**config.mk**
```make
export PLATFORM = sky130hd
export DESIGN_NAME = muldiv_unit
export DESIGN_NICKNAME = d
export VERILOG_FILES = /design/src/rtl/muldiv_unit.sv
export SDC_FILE = /design/constraint.sdc
export NUM_CORES = 1
export LEC_CHECK = 0
export CAP_MARGIN = 20
export CELL_PAD_IN_SITES_DETAIL_PLACEMENT = 1
export CELL_PAD_IN_SITES_GLOBAL_PLACEMENT = 1
export CORE_UTILIZATION = 53
export CTS_CLUSTER_DIAMETER = 100
export DETAILED_ROUTE_END_ITERATION = 8
export DONT_BUFFER_PORTS = 1
export PLACE_DENSITY = 0.95
export SLEW_MARGIN = 40
export SYNTH_ARGS = -nofsm -noshare
export SYNTH_HDL_FRONTEND = slang
export SYNTH_SLANG_ARGS = --single-unit
```
**constraint.sdc**
```tcl
create_clock -name clk -period 12.5 [get_ports clk]
set_input_delay 3.125 -clock clk [delete_from_list [all_inputs] [get_ports clk]]
set_output_delay 3.125 -clock clk [all_outputs]
set_load 0.05 [all_outputs]
```
**src/rtl/muldiv_unit.sv**
```systemverilog
// Iterative multiply/divide unit with a {hi,lo} result.
// Multiply uses shift-add and divide uses restoring division, one bit per cycle.
// With MUL_FAST set, a multiply finishes in one cycle instead.
module muldiv_unit #(
    parameter int WIDTH    = 32,
    parameter bit MUL_FAST = 1'b0
) (
    input  logic               clk,
    input  logic               rst,
    input  logic               start,
    input  logic [1:0]         op,
    input  logic [WIDTH-1:0]   a,
    input  logic [WIDTH-1:0]   b,
    input  logic               flush,
    input  logic               hold,
    output logic               stall,
    output logic               done,
    output logic [2*WIDTH-1:0] result
);

    localparam int            CW   = $clog2(WIDTH);
    localparam logic [CW-1:0] LAST = CW'(WIDTH - 1);

    typedef enum logic [1:0] {IDLE, CALC, DONE} StateT;

    StateT state, nextState;

    logic             isDiv;
    logic             negHi;
    logic             negLo;
    logic             divZero;
    logic [CW-1:0]    counter;
    logic [WIDTH-1:0] accHi;
    logic [WIDTH-1:0] accLo;
    logic [WIDTH-1:0] operand;

    logic               inSigned;
    logic               aNeg;
    logic               bNeg;
    logic [WIDTH-1:0]   aMag;
    logic [WIDTH-1:0]   bMag;
    logic [2*WIDTH-1:0] fastMag;
    logic [2*WIDTH-1:0] fastResult;

    logic [WIDTH:0]     mulSum;
    logic [WIDTH:0]     divShift;
    logic [WIDTH:0]     divDiff;
    logic [WIDTH-1:0]   stepHi;
    logic [WIDTH-1:0]   stepLo;
    logic [2*WIDTH-1:0] calcResult;

    // Applies the latched signs to the magnitude results. A product is negated
    // as one double-width value. A divide negates each half separately. A
    // zero divisor forces the quotient to all ones.
    function automatic logic [2*WIDTH-1:0] packResult(
        input logic             divOp,
        input logic             nHi,
        input logic             nLo,
        input logic             zero,
        input logic [WIDTH-1:0] hi,
        input logic [WIDTH-1:0] lo
    );
        logic [2*WIDTH-1:0] mag;
        logic [WIDTH-1:0]   rHi;
        logic [WIDTH-1:0]   rLo;
        mag = {hi, lo};
        rHi = nHi ? -hi : hi;
        rLo = zero ? '1 : (nLo ? -lo : lo);
        if (divOp) begin
            return {rHi, rLo};
        end
        return nHi ? -mag : mag;
    endfunction

    // Converts the incoming operands to magnitudes and computes the one-cycle product.
    always_comb begin
        inSigned   = ~op[0];
        aNeg       = inSigned & a[WIDTH-1];
        bNeg       = inSigned & b[WIDTH-1];
        aMag       = aNeg ? -a : a;
        bMag       = bNeg ? -b : b;
        fastMag    = {{WIDTH{1'b0}}, aMag} * {{WIDTH{1'b0}}, bMag};
        fastResult = packResult(1'b0, aNeg ^ bNeg, aNeg ^ bNeg, 1'b0,
                                fastMag[2*WIDTH-1:WIDTH], fastMag[WIDTH-1:0]);
    end

    // Computes one iteration step. A multiply adds into hi and then shifts right.
    // A divide shifts left, does a trial subtraction and sets the quotient bit.
    always_comb begin
        mulSum   = '0;
        divShift = '0;
        divDiff  = '0;
        stepHi   = accHi;
        stepLo   = accLo;
        if (isDiv) begin
            divShift = {accHi, accLo[WIDTH-1]};
            divDiff  = divShift - {1'b0, operand};
            stepHi   = divDiff[WIDTH] ? divShift[WIDTH-1:0] : divDiff[WIDTH-1:0];
            stepLo   = {accLo[WIDTH-2:0], ~divDiff[WIDTH]};
        end else begin
            mulSum = {1'b0, accHi} + (accLo[0] ? {1'b0, operand} : {(WIDTH+1){1'b0}});
            stepHi = mulSum[WIDTH:1];
            stepLo = {mulSum[0], accLo[WIDTH-1:1]};
        end
        calcResult = packResult(isDiv, negHi, negLo, divZero, stepHi, stepLo);
    end

    // Selects the next state. A flush always returns to IDLE, and DONE ignores start.
    always_comb begin
        nextState = state;
        case (state)
            IDLE: if (start) nextState = (MUL_FAST && !op[1]) ? DONE : CALC;
            CALC: if (counter == LAST) nextState = DONE;
            DONE: if (!hold) nextState = IDLE;
            default: nextState = IDLE;
        endcase
        if (flush) nextState = IDLE;
    end

    // Drives the handshake outputs. Stall is gated by reset so that it is quiet while reset is held.
    always_comb begin
        stall = rst & (((state == IDLE) & start & ~flush) | (state == CALC));
        done  = (state == DONE);
    end

    // Holds the state register.
    always_ff @(posedge clk or negedge rst) begin
        if (!rst) state <= IDLE;
        else      state <= nextState;
    end

    // Latches operands on accept, iterates in CALC and loads the result on entry to DONE.
    always_ff @(posedge clk or negedge rst) begin
        if (!rst) begin
            isDiv   <= 1'b0;
            negHi   <= 1'b0;
            negLo   <= 1'b0;
            divZero <= 1'b0;
            counter <= '0;
            accHi   <= '0;
            accLo   <= '0;
            operand <= '0;
            result  <= '0;
        end else begin
            case (state)
                IDLE: begin
                    if (start && !flush) begin
                        isDiv   <= op[1];
                        negHi   <= op[1] ? aNeg : (aNeg ^ bNeg);
                        negLo   <= aNeg ^ bNeg;
                        divZero <= op[1] & (b == '0);
                        counter <= '0;
                        accHi   <= '0;
                        accLo   <= op[1] ? aMag : bMag;
                        operand <= op[1] ? bMag : aMag;
                        if (MUL_FAST && !op[1]) result <= fastResult;
                    end
                end
                CALC: begin
                    if (!flush) begin
                        accHi   <= stepHi;
                        accLo   <= stepLo;
                        counter <= counter + 1'b1;
                        if (counter == LAST) result <= calcResult;
                    end
                end
                default: ;
            endcase
        end
    end

endmodule
```
## Word level (Yosys, flattened, before mapping)

Index checks and enable logic that the tools add are counted.

- Input port bits: 71
- Register bits after elaboration: 171

- Add/sub/neg operators: 8
- Equality and inequality tests: 8
- Reduce and logical (&&, ||, !) cells: 9
- Muxes and demuxes: 30
- Bitwise logic cells: 11

Operators by type and width:

| operator | count |
|---|---|
| $mux W32 | 15 |
| $mux W64 | 3 |
| $neg A32 Y32 | 4 |
| $pmux W32 S2 | 2 |
| $neg A64 Y64 | 1 |
| $add A32 B32 Y33 | 1 |
| $sub A33 B32 Y33 | 1 |
| $logic_not A32 Y1 | 1 |
| $mux W5 | 2 |
| $pmux W5 S2 | 1 |
| $ne A3 B3 Y1 const B | 3 |
| $reduce_and A3 Y1 | 3 |
| $mux W2 | 4 |
| $and A1 B1 Y1 | 6 |
| $pmux W2 S3 | 1 |
| $add A5 B1 Y5 const B | 1 |
| $eq A5 B5 Y1 const B | 1 |
| $not A1 Y1 | 3 |
| $eq A2 B1 Y1 const B | 1 |
| $eq A2 B2 Y1 const B | 1 |
| $logic_not A2 Y1 | 1 |
| $mux W1 | 2 |
| $ne A2 B1 Y1 const B | 1 |
| $ne A2 B2 Y1 const B | 1 |
| 6 further kinds | 6 |

## Longest topological paths before layout

Gate-level depths: netlist of the first run.

- Depth after elaboration: 8
- Depth in mapped cells: 21
- Gate-level depth less buffers: 21

## Worst setup path after synthesis of the first run

OpenSTA, ideal clock, no wires.

- Path type: input port to output port
- Start point: input port flush
- End point: output port stall
- Slack: 4,917 ps
- Path buffers: 2
- Arrival: 4,458 ps
- Stages on the path: 4
- Cells stage by stage: nor4b_1 -> clkbuf_1 -> clkbuf_1 -> o21a_1

- Cells in the longest elaborated chain, start to end: 4

Ends and longest elaborated chain:

| item | RTL line | RTL |
|---|---|---|
| start, declared | 14 | `input logic flush,` |
| $not A1 Y1 (no source line) | -- |  |
| $and A1 B1 Y1 | 122 | `stall = rst & (((state == IDLE) & start & ~flush) \| (state == CALC));` |
| $or A1 B1 Y1 | 122 |  |
| $and A1 B1 Y1 | 122 |  |
| end, declared | 16 | `output logic stall,` |

No other way between the ends.

## Worst setup path after layout of the first run

Ends and elaborated chain as after synthesis.

==> reports/qor.txt, run 1 <==
=====================================================================================
Result of the run                                                           completed
Worst ir drop on vdd                                                         129.9 uV
Maximum net fanout on the critical path                                             3
F_max                                                                       142.6 MHz
Worst Slack Setup Final                                                      5.489 ns
Fraction of the mapped netlist area in compound gates                          27.56%
Count of flip-flops with a built-in enable after synthesis                          0
Layout cells sized above 1                                                     5.861%
Levels on crit path                                                                 2
Parity-gate share of the synthesized area counting xor and xnor cells          10.47%
Worst skew pair latency                                                       0.47 ns
Setup Fix Bufs, Post-CTS                                                            0
Data arrival time of the worst path                                           3.89 ns
Number of standard cells in the layout, taps in and fillers out                  2329
Die Footprint                                                             30190 sq um
Port Buf Inserts                                                                    0
TritonCTS clock tree                                                              yes
Average wire per standard cell                                           26.75 microns
Clock skew                                                                 0.01775 ns
Largest delay contributor family on the critical path                    compound AO/OA/AOI/OAI gates
Net Sw Power                                                                 2.163 mW
Logic depth of the worst register-to-register path                                 21
Post-synthesis share of cell area spent on and, or, nand and nor gates         20.31%
Layout Area Growth over Synthesis                                              5.273%
Gate count of the mapped netlist                                                 2025
Placed cell areas                                                         15830 sq um
Synth Area in Adders                                                           5.857%
Power, Total                                                                 4.001 mW
Delay contributed by the slowest stage of the critical path                   0.48 ns
Clock root buffer master                                                    clkbuf_16
Cell area after technology mapping                                        15640 sq um
Number of placed I/O pins                                                         137
Chain of cells forming the critical path                                 nor4b_2 -> o21a_1
Clock Power Share                                                               14.5%
Hold Crit Class                                                               reg2reg
Final period util                                                              56.08%
Final core utilization                                                         57.04%
Number of vias in the routed layout                                             16382
Cts repair resizes                                                                  0
Endpoint of the worst-slack reg-to-reg timing path                         result[62]
Number of synthesis warnings                                                        0
Wire length of the first global-routing pass                                 96.34 mm
DIE WIDTH                                                                173.8 microns
Core Region                                                               28860 sq um
Post-synthesis sequential element count                                           171
Via count of the first global-routing pass                                      16738
Cell Pwr Density                                                         243.0 nW/um^2
Unrepaired setup endpoints after global routing                                    no
Critical-path top delay cell                                                   o21a_1
Most instantiated flip-flop cell in the synthesis netlist                     dfrtp_1
Crit path to                                                                    stall
Critical Path RT                                                              9.38 ns
DRT Pass-1 Iters                                                                    5
Fraction of power consumed by combinational cells                               63.4%
Total number of placement rows                                                     62
Final hold violation count                                                          0
Pin count of the biggest net entering global routing                              173
Sequential fraction of the synthesis area                                      27.37%
CP Capture Type                                                           output port
Share of Yosys cell area claimed by the top area cell type                     27.37%
Routability congestion estimate from global placement                          0.9610
Main combinational cell family by area after synthesis                   compound AO/OA/AOI/OAI gates
Total Neg Setup Slack                                                            0 ns
H-tree depth                                                                        4
Global-route congestion overflow total                                              0
Hpwl dp                                                                      44.83 mm
Mux share of post-synthesis cell area                                          3.657%
Final setup vio count                                                               0
Clock buffer count from CTS                                                        17
Minimum clock period after layout                                            7.011 ns
Total internal power                                                         1.838 mW
Worst-Margin Slew                                                           0.8234 ns
Die H                                                                    173.8 microns
Number of antenna violations at the first check in global routing                   0
Startpoint of the lowest-slack register-to-register path                    accLo[31]
Post-Place Setup Slack                                                       5.493 ns
GRT Resource Usage Total                                                       40.85%
Number of remaining DRC errors                                                      0
Net count reported at finish                                                     2075
Cell type with the highest aggregate area in the netlist                      dfrtp_1
Worst max-slew margin expressed relative to the limit                          45.11%
Ratio of routed vias to standard cells                                          7.034
Buffers & Inverters on Critical Path                                                0
Cell variety after synth                                                           78
Number of nets with antenna violations after detailed routing                       0
Per-instance average area after synthesis                                 7.722 sq um
Number of maximum-capacitance violations                                            0
Category of the critical setup timing path                                     in2out
Share of power burned in registers                                              22.1%
Top cells by area, synth                                                 dfrtp_1, o21ai_0, nand2_1
Final hold slack                                                            0.5123 ns
Final-report max-slew violation count                                               0
Sort of element at the start of the critical path                          input port
Fraction of power spent switching nets                                         54.05%
LEAKAGE                                                                      6.855 nW
Effective utilization at floorplan                                             54.18%
Hold Buf Count CTS                                                                  0
Clock sink count                                                                  171
Number of DRC violations after detailed-routing iteration 0                      1745
Net count after synthesis                                                        2168
# placed instances                                                               2297
Register-to-register path setup slack                                         6.42 ns
Worst-case clock buffer depth                                                       2
Async SR Flop Fraction                                                         100.0%
Final instance area                                                       16460 sq um
Number of fill cells in the layout                                               3550
Antenna diodes                                                                      0
Wire length reported by the detailed router                                  62.30 mm
Clock-pin slew of the registers on the worst-case setup and hold paths        0.07 ns
CP Launch Point                                                                 flush
=====================================================================================
-- worst min-delay path by stage --
stage	startpoint	end	slack (ns)	depth (start not counted)
5_1_grt	counter[4]	counter[4]	0.57	1
3_3_place_gp	counter[4]	counter[4]	0.49	1
3_5_place_dp	counter[4]	counter[4]	0.49	1
4_1_cts	counter[4]	counter[4]	0.51	1
2_1_floorplan	operand[11]	operand[11]	0.46	2
6_report	counter[4]	counter[4]	0.51	1
-- metal layers --
metal	share of wire [%]	global-route usage, %	wire, microns	vias to the layer above
li1	-	-	-	7155
met1	41	53.46	25520	8128
met2	45	63.90	27900	908
met3	9.3	8.684	5785	191
met4	5.0	19.99	3088	0
met5	0	0	0	-
-- cell usage in the layout (no fill, tap or decap), drive strengths merged, types with 12 or more instances in the layout --
master	n
nor2b	13
nand2b	13
a31oi	18
mux2	17
or3	20
nor3	39
mux2i	38
o21ai	244
a211oi	12
clkbuf	17
a21oi	126
nand4	19
xor2	74
nand3	31
o21a	13
buf	22
o41ai	14
nand2	298
o22ai	28
dfrtp	171
and2	47
o221ai	32
o211ai	30
inv	68
ha	70
nor4	21
o31ai	26
a22o	19
a21o	33
xnor2	113
nor2	125
-- power by group through the flow --
stage / Clock [mW] / Sequential, mW / Combinational [mW]
2_1_floorplan: 0 / 0.743 / 1.76
3_3_place_gp: 0 / 0.863 / 2.26
3_5_place_dp: 0 / 0.875 / 2.38
5_1_grt: 0.594 / 0.891 / 2.69
4_1_cts: 0.573 / 0.868 / 2.43
6_report: 0.580 / 0.882 / 2.54
-- logic make-up after synthesis --
kind of cell	count (synthesis)
simple gates	672
buf+inv	196
compound gates	672
xor+xnor	187
mux	55
flops	171
fa+ha+maj	72
-- registers in the layout, indices dropped and copies added (netlist names) --
signal   cells
result      64
accHi       32
accLo       32
operand     32
counter      5
state        2
divZero      1
isDiv        1
negHi        1
negLo        1
-- layout make-up --
class / count / area (sq um) / share of cell area, %
clock inverter: 15 / 172.7 / 1.049
clock buffer: 17 / 425.4 / 2.584
inverter: 62 / 232.7 / 1.414
multi-input combinational: 1658 / 10700 / 65.01
sequential: 171 / 4285 / 26.03
tap: 384 / 480.5 / 2.919
timing repair buffer: 22 / 162.7 / 0.9881
-- synthesized netlist by cell type (17+ instances only) --
cell type	instances
nand2_1	297
o21ai_0	235
dfrtp_1	171
a21oi_1	125
nor2_1	124
clkbuf_1	117
xnor2_1	113
xor2_1	74
ha_1	70
inv_1	60
and2_1	47
mux2i_1	38
nor3_1	38
a21o_1	33
o221ai_1	32
o211ai_1	30
nand3_1	29
o22ai_1	28
o31ai_1	26
nor4_1	21
or3_1	20
a22o_1	19
nand4_1	19
a31oi_1	18
mux2_2	17
Power figures use the tool's default switching activity.
==> run 2, diff against run 1 <==
--- a/config.mk
+++ b/config.mk
@@ -8,11 +8,11 @@
 export CAP_MARGIN = 20
 export CELL_PAD_IN_SITES_DETAIL_PLACEMENT = 1
 export CELL_PAD_IN_SITES_GLOBAL_PLACEMENT = 1
-export CORE_UTILIZATION = 53
+export CORE_UTILIZATION = 49
 export CTS_CLUSTER_DIAMETER = 100
 export DETAILED_ROUTE_END_ITERATION = 8
 export DONT_BUFFER_PORTS = 1
-export PLACE_DENSITY = 0.95
+export PLACE_DENSITY = 0.93
 export SLEW_MARGIN = 40
 export SYNTH_ARGS = -nofsm -noshare
 export SYNTH_HDL_FRONTEND = slang
==> constraint.sdc (replaced) <==
create_clock -name clk -period 7.15 [get_ports clk]
set_input_delay 1.7875 -clock clk [delete_from_list [all_inputs] [get_ports clk]]
set_output_delay 1.7875 -clock clk [all_outputs]
set_load 0.05 [all_outputs]
==> run 2 against run 1 <==
Effect of this change:
- global-route usage decreased by 3.5 points
- total power increased by 72%
- flip-flop and latch count unchanged
- largest cell class unchanged
- critical path depth grew 16
- highest routed layer unchanged
- sequential share of layout area hardly changed
- critical path type is now reg2reg
- non-clock buffer count decreased by 3
- worst hold slack improved by 0.0018 ns
- sequential power increased by 75%
==> reports/qor.txt, run 2 (synthesis results as in run 1) <==
=====================================================================================
Via count of the first global-routing pass                                      16173   was 16738
Startpoint of the lowest-slack register-to-register path                    accLo[31]   unchanged
Hold Buf Count CTS                                                                  0   unchanged
Final instance area                                                       16430 sq um   was 16460 sq um
TritonCTS clock tree                                                              yes   unchanged
Leading cell type in the layout, fill and taps excluded                       nand2_1   unchanged
Layout cells sized above 1                                                     5.407%   was 5.861%
Commonest non-fill, non-tap cells in the layout                          nand2_1, o21ai_0, dfrtp_1   unchanged
Global-route congestion overflow total                                              0   unchanged
Number of remaining DRC errors                                                      0   unchanged
Net count reported at finish                                                     2072   was 2075
Placed cell areas                                                         15820 sq um   was 15830 sq um
Result of the run                                                           completed   unchanged
Final-report max-slew violation count                                               0   unchanged
Register-to-register path setup slack                                         1.16 ns   was 6.42 ns
Worst skew pair latency                                                       0.47 ns   about the same
DIE WIDTH                                                                180.6 microns   was 173.8 microns
Total Neg Setup Slack                                                            0 ns   unchanged
Clock Power Share                                                               14.4%   was 14.5%
Endpoint of the worst-slack reg-to-reg timing path                         result[63]   was result[62]
Clock-pin slew of the registers on the worst-case setup and hold paths        0.08 ns   was 0.07 ns
Final hold violation count                                                          0   unchanged
Category of the critical setup timing path                                    reg2reg   was in2out
Hold path startpoint                                                      operand[12]   was counter[4]
Worst Hold Endpoint                                                       operand[12]   was counter[4]
Worst Hold Path Cells                                                               2   was 1
CP Capture Type                                                                  flop   was output port
Effective utilization at floorplan                                             49.68%   was 54.18%
Number of maximum-capacitance violations                                            0   unchanged
Number of antenna violations at the first check in global routing                   1   was 0
H-tree depth                                                                        4   unchanged
# placed instances                                                               2312   was 2297
Core Region                                                               31470 sq um   was 28860 sq um
Hold Crit Class                                                               reg2reg   unchanged
Worst-Margin Slew                                                           0.9391 ns   was 0.8234 ns
Sort of element at the start of the critical path                                flop   was input port
Clock skew                                                                 0.01661 ns   was 0.01775 ns
Ratio of routed vias to standard cells                                          6.933   was 7.034
LEAKAGE                                                                      6.846 nW   was 6.855 nW
Layout Area Growth over Synthesis                                              5.050%   was 5.273%
Share of power burned in registers                                              22.3%   was 22.1%
Port Buf Inserts                                                                    0   unchanged
Setup Fix Bufs, Post-CTS                                                            0   unchanged
Logic depth of the worst register-to-register path                                 18   was 21
Number of fill cells in the layout                                               3859   was 3550
Number of placed I/O pins                                                         137   unchanged
Data arrival time of the worst path                                           6.31 ns   was 3.89 ns
Total number of placement rows                                                     65   was 62
Number of flip-flops under the largest register name                               64   unchanged
Final setup vio count                                                               0   unchanged
Clock buffer count from CTS                                                        17   unchanged
Worst max-slew margin expressed relative to the limit                          37.39%   was 45.11%
Cts repair resizes                                                                  0   unchanged
Fraction of power consumed by combinational cells                               63.2%   was 63.4%
Number of vias in the routed layout                                             16252   was 16382
Total internal power                                                         3.197 mW   was 1.838 mW
Worst ir drop on vdd                                                         216.3 uV   was 129.9 uV
Number of nets with antenna violations after detailed routing                       0   unchanged
Power, Total                                                                 6.900 mW   was 4.001 mW
Minimum clock period after layout                                            5.992 ns
Clock root buffer master                                                    clkbuf_16   unchanged
Worst-case clock buffer depth                                                       2   unchanged
Routability congestion estimate from global placement                           1.025   was 0.9610
Critical Path RT                                                              7.46 ns   was 9.38 ns
Hpwl dp                                                                      45.28 mm   was 44.83 mm
GRT Resource Usage Total                                                       37.34%   was 40.85%
Die Footprint                                                             32630 sq um   was 30190 sq um
Register ranked first by flip-flop count                                       result   unchanged
Wire length reported by the detailed router                                  61.35 mm   was 62.30 mm
Die H                                                                    180.6 microns   was 173.8 microns
Unrepaired setup endpoints after global routing                                    no   unchanged
Final period util                                                              83.80%
F_max                                                                       166.9 MHz
Pin count of the biggest net entering global routing                              173   unchanged
Number of standard cells in the layout, taps in and fillers out                  2344   was 2329
Final hold slack                                                            0.5141 ns   was 0.5123 ns
Average wire per standard cell                                           26.17 microns   was 26.75 microns
Number of DRC violations after detailed-routing iteration 0                      1982   was 1745
Antenna diodes                                                                      0   unchanged
Fraction of power spent switching nets                                         53.66%   was 54.05%
Net Sw Power                                                                 3.703 mW   was 2.163 mW
Maximum net fanout on the critical path                                            11   was 3
Cell Pwr Density                                                         420.1 nW/um^2   was 243.0 nW/um^2
Wire length of the first global-routing pass                                 95.17 mm   was 96.34 mm
DRT Pass-1 Iters                                                                    6   was 5
Clock sink count                                                                  171   unchanged
=====================================================================================
run 2: routing by layer:
| layer | global-route usage (%) | part of all wire (%) | vias up | routed length (microns) |
|---|---|---|---|---|
| met1 | 49.50 | 41 | 8041 | 25080 |
| met5 | 0 | 0 | - | 0 |
| met4 | 17.98 | 4.6 | 0 | 2844 |
| li1 | - | - | 7130 | - |
| met2 | 57.31 | 44 | 912 | 27070 |
| met3 | 8.428 | 10 | 169 | 6356 |
run 2: worst max-delay path, cell delays in order (launching register included):
cell,delay (ns)
dfrtp_1,0.47
inv_1,0.10
ha_1,0.24
inv_1,0.09
fa_1,0.28
a211oi_1,0.18
or4b_4,0.61
a2111oi_4,0.43
o2111a_1,0.28
nor3_2,0.11
buf_4,0.23
nor2_4,0.33
buf_4,0.28
o221ai_1,0.28
nor3_1,0.62
nand4b_1,0.39
nor3_1,0.47
nand4_1,0.21
o311ai_0,0.21
run 2: stage by stage:
stage,setup WS (ns),utilization (%)
after global placement,1.766,50.15
after global routing,0.9295,52.19
final,1.158,52.19
after CTS,1.318,52.17
after floorplan,2.242,-
after detailed placement,1.444,50.26
run 2: worst max-delay path by stage:
| stage | to | cells after the start | startpoint |
|---|---|---|---|
| global placement | result[60] | 21 | accLo[31] |
| floorplan | stall | 4 | flush |
| global route | result[62] | 21 | accLo[31] |
| detailed placement | result[62] | 21 | accLo[31] |
| CTS | result[56] | 21 | accLo[31] |
| finish | result[63] | 18 | accLo[31] |
run 2: area by class of cell:
class	count	area, sq um	area share [%]
clock buffer	19	452.9	2.757
tap	402	503.0	3.062
multi-input combinational	1658	10670	64.94
clock inverter	13	146.4	0.8912
sequential	171	4284	26.08
timing repair buffer	19	140.1	0.8531
inverter	62	232.7	1.417
run 2: power by group through the flow:
stage	Sequential [mW]	Clock (mW)	Combinational [mW]
after floorplan	1.30	0	3.08
after global placement	1.51	0	3.97
after detailed placement	1.53	0	4.11
after CTS	1.52	0.990	4.21
after global routing	1.56	1.02	4.64
final	1.54	0.995	4.36
==> run 3, diff against run 2 <==
==> constraint.sdc (replaced) <==
create_clock -name clk -period 5.76 [get_ports clk]
set_input_delay 1.44 -clock clk [delete_from_list [all_inputs] [get_ports clk]]
set_output_delay 1.44 -clock clk [all_outputs]
set_load 0.05 [all_outputs]
==> run 3 against run 2 <==
Effect of this change:
- highest routed layer unchanged
- largest power group unchanged
- global-route usage is 1.2 points higher
- critical path type unchanged
- total power is 28% higher
- register-to-register slack worse by 0.99 ns
- sequential power is 27% higher
==> reports/qor.txt, run 3 (synthesis results as in run 1) <==
=====================================================================================
Result of the run                                                           completed   unchanged
Worst max-slew margin expressed relative to the limit                          39.89%   was 37.39%
Port Buf Inserts                                                                    0   unchanged
Final-report max-slew violation count                                               0   unchanged
Hpwl dp                                                                      46.09 mm   was 45.28 mm
Cell Pwr Density                                                         530.9 nW/um^2   was 420.1 nW/um^2
Routability congestion estimate from global placement                          0.9882   was 1.025
Clock Power Share                                                               14.5%   was 14.4%
Worst-Margin Slew                                                           0.8934 ns   was 0.9391 ns
WL met3                                                                      7.230 mm   was 6.356 mm
Commonest non-fill, non-tap cells in the layout                          nand2_1, o21ai_0, dfrtp_1   unchanged
Total Neg Setup Slack                                                            0 ns   unchanged
H-tree depth                                                                        4   unchanged
Worst skew pair latency                                                       0.48 ns   was 0.47 ns
CP Capture Type                                                                  flop   unchanged
Register ranked first by flip-flop count                                       result   unchanged
Layout Area Growth over Synthesis                                              6.121%   was 5.050%
Number of remaining DRC errors                                                      0   unchanged
Critical Path RT                                                              6.08 ns   was 7.46 ns
Fraction of power spent switching nets                                         53.91%   was 53.66%
Power, Total                                                                 8.809 mW   was 6.900 mW
Post-Place Setup Slack                                                      0.2165 ns   was 1.444 ns
Clock-pin slew of the registers on the worst-case setup and hold paths        0.08 ns   about the same
Layout cells sized above 1                                                     6.196%   was 5.407%
Maximum net fanout on the critical path                                            25   was 11
Final core utilization                                                         52.72%   was 52.19%
Clock root buffer master                                                    clkbuf_16   unchanged
Final setup vio count                                                               0   unchanged
F_max                                                                       178.7 MHz   was 166.9 MHz
Buffers & Inverters on Critical Path                                                3   was 4
Via count of the first global-routing pass                                      16356   was 16173
DRT Pass-1 Iters                                                                    6   unchanged
Final period util                                                              97.15%   was 83.80%
Pin count of the biggest net entering global routing                              173   unchanged
Wire length of the first global-routing pass                                 97.36 mm   was 95.17 mm
Fraction of power consumed by combinational cells                               63.3%   was 63.2%
Total number of placement rows                                                     65   unchanged
Final instance area                                                       16590 sq um   was 16430 sq um
Worst ir drop on vdd                                                         235.3 uV   was 216.3 uV
Top layer in use                                                                 met4   unchanged
Length of routed wiring on met1                                              25.84 mm   was 25.08 mm
Die Footprint                                                             32630 sq um   unchanged
Clock buffer count from CTS                                                        17   unchanged
LEAKAGE                                                                      6.938 nW   was 6.846 nW
DIE WIDTH                                                                180.6 microns   unchanged
Worst-case clock buffer depth                                                       2   unchanged
Delay contributed by the slowest stage of the critical path                   0.60 ns   was 0.62 ns
Effective utilization at floorplan                                             49.68%   unchanged
Category of the critical setup timing path                                    reg2reg   unchanged
Global-route congestion overflow total                                              0   unchanged
Number of maximum-capacitance violations                                            0   unchanged
Hold Crit Class                                                               reg2reg   unchanged
Number of standard cells in the layout, taps in and fillers out                  2355   was 2344
Number of fill cells in the layout                                               3827   was 3859
Critical-path top delay cell                                                   or4b_4   was nor3_1
Sort of element at the start of the critical path                                flop   unchanged
Clock skew                                                                 0.02387 ns   was 0.01661 ns
Total internal power                                                         4.060 mW   was 3.197 mW
Number of antenna violations at the first check in global routing                   0   was 1
Crit-path most repeated cell                                                    inv_1
Data arrival time of the worst path                                           5.92 ns   was 6.31 ns
Number of flip-flops under the largest register name                               64   unchanged
Die H                                                                    180.6 microns   unchanged
Minimum clock period after layout                                            5.596 ns   was 5.992 ns
TritonCTS clock tree                                                              yes   unchanged
Final hold violation count                                                          0   unchanged
Largest delay contributor family on the critical path                    compound AO/OA/AOI/OAI gates   was simple AND/OR/NAND/NOR gates
Number of DRC violations after detailed-routing iteration 0                      2049   was 1982
Antenna diodes                                                                      0   unchanged
Number of vias in the routed layout                                             16449   was 16252
# placed instances                                                               2322   was 2312
Worst Slack Setup Final                                                     0.1642 ns   was 1.158 ns
Average wire per standard cell                                           26.83 microns   was 26.17 microns
Leading cell type in the layout, fill and taps excluded                       nand2_1   unchanged
Chain of cells forming the critical path                                 inv_1 -> ha_1 -> inv_1 -> fa_1 -> a211oi_1 -> or4b_4 -> a2111oi_4 -> o2111a_1 -> o21ai_2 -> buf_4 -> nand2_4 -> o221ai_1 -> nor4b_4 -> nand4b_1 -> o41a_1 -> xnor2_1 -> o21ai_1   was inv_1 -> ha_1 -> inv_1 -> fa_1 -> a211oi_1 -> or4b_4 -> a2111oi_4 -> o2111a_1 -> nor3_2 -> buf_4 -> nor2_4 -> buf_4 -> o221ai_1 -> nor3_1 -> nand4b_1 -> nor3_1 -> nand4_1 -> o311ai_0
Net Sw Power                                                                 4.750 mW   was 3.703 mW
GRT Resource Usage Total                                                       38.49%   was 37.34%
Net count reported at finish                                                     2083   was 2072
Core Region                                                               31470 sq um   unchanged
Ratio of routed vias to standard cells                                          6.985   was 6.933
Final hold slack                                                            0.5283 ns   was 0.5141 ns
Clock sink count                                                                  171   unchanged
Placed cell areas                                                         15890 sq um   was 15820 sq um
Number of placed I/O pins                                                         137   unchanged
Number of nets with antenna violations after detailed routing                       0   unchanged
Total length of routed met2 wires                                            27.67 mm   was 27.07 mm
Wire length reported by the detailed router                                  63.19 mm   was 61.35 mm
Share of power burned in registers                                              22.2%   was 22.3%
=====================================================================================
-- run 3: power by group through the flow --
stage	Sequential (mW)	Combinational [mW]	Clock, mW
after floorplan	1.61	3.82	0
after global placement	1.89	4.99	0
after detailed placement	1.92	5.21	0
after CTS	1.91	5.32	1.26
after global routing	1.96	5.94	1.30
final	1.95	5.58	1.28
-- run 3: worst paths after layout --
path                            cells past startpoint          to  startpoint  slack (ns)
max in group asynchronous                           0       isDiv         rst        4.89
worst max register to register                     17  result[57]   accLo[31]        0.16
min in group asynchronous                           0  result[29]         rst        0.65
worst max-delay path                               17  result[57]   accLo[31]        0.16
worst min register to register                      2  operand[4]  operand[4]        0.53
worst min-delay path                                2  operand[4]  operand[4]        0.53
-- run 3: area by class of cell --
class | instances | area, sq um | area share [%]
Multi-Input combinational cell | 1658 | 10710 | 64.55
Sequential cell | 171 | 4283 | 25.81
Clock buffer | 18 | 439.2 | 2.647
Clock inverter | 14 | 168.9 | 1.018
Timing Repair Buffer | 30 | 255.2 | 1.538
Tap cell | 402 | 503.0 | 3.031
Inverter | 62 | 232.7 | 1.403
-- run 3: routing by layer --
layer / track usage [%] / vias to the layer above
li1: - / 7151
met5: 0 / -
met2: 58.56 / 995
met1: 52.10 / 8155
met3: 9.297 / 148
met4: 15.83 / 0
-- run 3: worst min-delay path, stage by stage, from the launching register on --
cell	delay, ns
dfrtp_1	0.37
nand2_1	0.06
o21ai_0	0.06
-- run 3: repair_timing --
action	in CTS	in global routing
hold buffers	0	0
endpoints found under the setup margin	0	13
resized for setup	0	11
buffers inserted	0	0
